### config.mk
export PLATFORM = sky130hd
export DESIGN_NAME = capture_read_ctrl
export DESIGN_NICKNAME = d
export VERILOG_FILES = /design/src/rtl/capture_read_ctrl.sv
export SDC_FILE = /design/constraint.sdc
export NUM_CORES = 1
export LEC_CHECK = 0
export BUFFER_PORTS_ARGS = -buffer_cell sky130_fd_sc_hd__buf_2
export CORE_ASPECT_RATIO = 1.25
export CORE_MARGIN = 1
export CORE_UTILIZATION = 42
export DETAILED_ROUTE_END_ITERATION = 8
export SYNTH_ARGS = -nofsm -noshare
export SYNTH_HDL_FRONTEND = slang
export SYNTH_SLANG_ARGS = --single-unit
### constraint.sdc
create_clock -name clk -period 2.8 [get_ports clk]
set_input_delay 0.28 -clock clk [delete_from_list [all_inputs] [get_ports clk]]
set_output_delay 0.28 -clock clk [all_outputs]
set_load 0.05 [all_outputs]
### src/rtl/capture_read_ctrl.sv
// Capture RAM read-back controller: sweeps every RAM address once wr_done is seen and
// streams the words out as fixed-length sop/eop packets, absorbing the RAM read latency.
module capture_read_ctrl #(
    parameter int ADDR_W     = 15,
    parameter int DATA_W     = 16,
    parameter int PKT_LEN    = 256,
    parameter int RD_LAT     = 1,
    parameter int FIFO_DEPTH = 4
) (
    input  logic              clk,
    input  logic              rstn,
    input  logic              rf_capture_start,
    input  logic              wr_done,
    output logic              ren,
    output logic [ADDR_W-1:0] raddr,
    input  logic [DATA_W-1:0] rdata,
    output logic [DATA_W-1:0] out_data,
    output logic              out_valid,
    input  logic              out_ready,
    output logic              out_sop,
    output logic              out_eop,
    output logic              rd_busy,
    output logic              rd_done
);

    localparam int PW = $clog2(FIFO_DEPTH);
    localparam int CW = $clog2(FIFO_DEPTH + RD_LAT + 1);

    localparam logic [1:0] S_IDLE  = 2'd0;
    localparam logic [1:0] S_READ  = 2'd1;
    localparam logic [1:0] S_DRAIN = 2'd2;
    localparam logic [1:0] S_DONE  = 2'd3;

    localparam logic [ADDR_W-1:0] PKT_MASK  = ADDR_W'(PKT_LEN - 1);
    localparam logic [ADDR_W-1:0] LAST_ADDR = {ADDR_W{1'b1}};

    logic [1:0]        state_q, state_d;
    logic [ADDR_W-1:0] raddr_q;
    logic [ADDR_W-1:0] wcnt_q;
    logic [RD_LAT-1:0] vld_q, vld_d;
    logic [PW-1:0]     wptr_q, rptr_q;
    logic [PW:0]       cnt_q;
    logic [DATA_W-1:0] mem [FIFO_DEPTH];

    logic [CW-1:0] inflight;
    logic [CW-1:0] used;
    logic          credit_ok;
    logic          ren_int;
    logic          push;
    logic          fifo_valid;
    logic          xfer;
    logic          last_xfer;

    always_comb begin
        inflight = '0;
        for (int i = 0; i < RD_LAT; i++) begin
            inflight = inflight + CW'(vld_q[i]);
        end
    end

    // Credit counts words still in the RAM pipeline, so a full FIFO never loses a return.
    assign used       = inflight + CW'(cnt_q);
    assign credit_ok  = used < CW'(FIFO_DEPTH);
    assign ren_int    = (state_q == S_READ) && credit_ok;
    assign vld_d      = RD_LAT'({vld_q, ren_int});
    assign push       = vld_q[RD_LAT-1];
    assign fifo_valid = cnt_q != '0;
    assign xfer       = fifo_valid && out_ready;
    assign last_xfer  = xfer && (wcnt_q == LAST_ADDR);

    always_comb begin
        state_d = state_q;
        if (rf_capture_start) begin
            state_d = S_IDLE;
        end else begin
            case (state_q)
                S_IDLE:  if (wr_done) state_d = S_READ;
                S_READ:  if (ren_int && (raddr_q == LAST_ADDR)) state_d = S_DRAIN;
                S_DRAIN: if (last_xfer) state_d = S_DONE;
                default: state_d = state_q;
            endcase
        end
    end

    always_ff @(posedge clk or negedge rstn) begin
        if (!rstn) begin
            state_q <= S_IDLE;
            raddr_q <= '0;
            wcnt_q  <= '0;
            vld_q   <= '0;
            wptr_q  <= '0;
            rptr_q  <= '0;
            cnt_q   <= '0;
        end else begin
            state_q <= state_d;
            if (rf_capture_start) begin
                raddr_q <= '0;
                wcnt_q  <= '0;
                vld_q   <= '0;
                wptr_q  <= '0;
                rptr_q  <= '0;
                cnt_q   <= '0;
            end else begin
                vld_q <= vld_d;
                if (ren_int) raddr_q <= raddr_q + 1'b1;
                if (push) wptr_q <= wptr_q + 1'b1;
                if (xfer) begin
                    rptr_q <= rptr_q + 1'b1;
                    wcnt_q <= wcnt_q + 1'b1;
                end
                case ({push, xfer})
                    2'b10:   cnt_q <= cnt_q + 1'b1;
                    2'b01:   cnt_q <= cnt_q - 1'b1;
                    default: cnt_q <= cnt_q;
                endcase
            end
        end
    end

    always_ff @(posedge clk) begin
        if (push) mem[wptr_q] <= rdata;
    end

    assign ren       = ren_int;
    assign raddr     = raddr_q;
    assign out_valid = fifo_valid;
    assign out_data  = fifo_valid ? mem[rptr_q] : '0;
    assign out_sop   = fifo_valid && ((wcnt_q & PKT_MASK) == '0);
    assign out_eop   = fifo_valid && ((wcnt_q & PKT_MASK) == PKT_MASK);
    assign rd_busy   = (state_q == S_READ) || (state_q == S_DRAIN);
    assign rd_done   = state_q == S_DONE;

endmodule

==> flow_summary.toml <==
[logic_synthesis]
synth_area_leaders = "edfxtp_1 41%, dfrtp_1 21%, mux4_2 7.7%, xor2_1 3.6%, nor2_1 3.2%"
syn_nets = 364
syn_inst = 331
yosysUniqueCellTypes = 41
yosys_warnings = 0
synth_flop_cell = "edfxtp_1"
netlist.area_leader.share_pct = 41.2
syn_area_per_cell_um2 = 14.1
synth_top_cell_by_area = "edfxtp_1"
ys_seq_elements = 104
ys_async_sr_fraction_pct = 38.5
synth_edf_count = 64
yosysSeqAreaShare_pct = 62.6
syn_area_um2 = 4670

[route]
ant_nets = 0
post_drt_wl_per_cell_um = 15.7
vias = 2768
first_iter_violations = 98
routed_wirelength_um = 8370
vias_per_cell = 5.20
dr.pass1.iters = 4
drc = 0

[sta]
rsz0062_at_grt = "false"
post-route-period-util_pct = 81.0
setup_viol = 0
finalClockSkew_ps = 5.43
slew_violations = 0
maxSlewHeadroom_pct = 40.9
hold_viol = 0
period_minus_slack_ps = 2270
fmax_ghz = 0.441
finalSetupTns_ps = 0
worst_slew_pin_slew_ps = 886

[critical_path]
crit_path_max_incr_delay_ps = 540
crit_type = "flip-flop to output port"
worstPathRequired_ps = 2520
crit_path_top_delay_cell = "mux4_2"
worstSetupEndpointType = "output port"
path_max_fanout = 16
worstPathArrival_ps = 1990
worstPathCellList = "buf_4 -> mux4_2 -> and2_1 -> buf_2"
start_kind = "flip-flop"

[place]
gp_congestion = 0.785
place_hpwl_um = 5740
placed_area_um2 = 5130
place.port_buffers = 57

[final_layout]
fillCellCount = 967
diodes = 0
post-route-cell-area_um2 = 5410
layout_common_cells = "64 x edfxtp_1, 57 x buf_2, 40 x nor2_1, 40 x dfrtp_1, 23 x and2_1"
layout_commonest_cell = "edfxtp_1"
multi_input_area_um2 = 1660
drive_gt1_share_pct = 27.0
syn_to_final_growth_pct = 16.0
nets = 428
regArea_um2 = 2920
fin_util_pct = 50.5

[cts]
cts_sinks = 104
cts_resized = 0
numCtsBuffers = 9
h-tree-depth = 3
cts_tree = "yes"
cts_hold_buf = 0
clockBufferDepth = 2
clkTransAtPathRegs_ps = 70
clk_latency_ps = 340
cts_root_buf = "clkbuf_16"
post_cts_buffers = 0

[grt]
antenna_found_initial = 0
grt.overflow.total = 0
grt_pass1_wl_um = 13700
grt_use_total_pct = 16.0
grt_max_degree = 41
grt_pass1_vias = 2806

[floorplanning]
dieHeight_um = 120
start_util_pct = 43.5
core_area_um2 = 10700
rows = 42
num_io_pins = 58
die_w_um = 96.3
die-area_um2 = 11500

[power_and_ir_drop]
power_density_nw_per_um2 = 851
ir_drop_mv = 0.534
power_uw = 4610
cellLeakagePower_uw = 0.00219

[worst_hold_path]
holdCritPathClass = "input port to async pin"

[flow_run]
maxCapViolCount = 0

[run_status]
run_status = "finished, final reports clean"
-- cell type report --
class / instances / area share [%]
sequential: 104 / 54.0
multi-input combinational: 205 / 30.6
timing repair buffer: 66 / 6.52
clock buffer: 10 / 4.23
tap: 132 / 3.05
clock inverter: 6 / 0.948
inverter: 9 / 0.624
-- routing by layer --
layer	part of all wire, %	GRT usage [%]	routed length, um	vias up
met5	0	0	0	-
met4	1.8	6.34	147	0
li1	-	-	-	1322
met3	3.0	3.30	254	9
met2	51	27.3	4290	45
met1	44	19.6	3680	1392
-- final timing paths --
path | depth (start not counted) | start | end | slack [ps]
setup / recovery | 4 | rptr_q[0] | out_data[10] | 530
hold / removal | 1 | rstn | wcnt_q[9] | 50
setup reg to reg | 7 | cnt_q[0] | cnt_q[2] | 820
hold reg to reg | 2 | raddr[7] | raddr[7] | 570
max in group asynchronous | 1 | rstn | raddr[11] | 2180
min in group clk | 1 | rdata[14] | mem[3][14] | 160
-- sequential cells by signal, summed over array words and instances, names as in the netlist --
signal and flops:
mem 64, state_q 2, rptr_q 2, raddr 15, wcnt_q 15, push 1
cnt_q 3, wptr_q 2
-- metrics by stage --
step           std cells  worst slack, ps  hold slack [ps]
2_1_floorplan        331              187            -15.6
3_3_place_gp         516              816              469
3_5_place_dp         516              813              467
4_1_cts              532              484             92.5
5_1_grt              532              393              128
6_report             532              532             49.1
-- logic make-up after synthesis --
| family | share of synthesized area (%) |
|---|---|
| xor+xnor | 6.35 |
| compound gates | 2.90 |
| flops | 62.6 |
| simple gates | 14.1 |
| mux | 8.79 |
| fa+ha+maj | 3.38 |
| buf+inv | 1.88 |
-- worst max-delay path, delay by kind of cell (launching register included) --
kind	cells	cell delay [ps]
buf+inv	2	540
flops	1	390
mux	1	540
simple gates	1	170
-- Yosys cell counts (2+ instances only) --
master	count
dfrtp_1	40
buf_2	4
a21oi_1	2
edfxtp_1	64
nand4_1	9
ha_1	11
mux2i_1	5
nand2b_1	2
nor4_1	2
and3_1	6
xor2_1	19
nand3_1	14
clkbuf_1	7
inv_1	9
nor2_1	40
and4_1	2
mux4_2	16
nand2_1	17
xnor2_1	13
and2_1	23
nor3_1	5
buf_1	2
-- where the power goes --
group / total (uW) / leakage [uW] / switching, uW / internal (uW)
Clock: 1170 / 0.000139 / 553 / 617
Combinational: 1590 / 0.000914 / 1060 / 530
Sequential: 1850 / 0.00113 / 109 / 1740
Total: 4610 / 0.00219 / 1720 / 2880
Note: power is estimated with default switching activity, not from simulation.
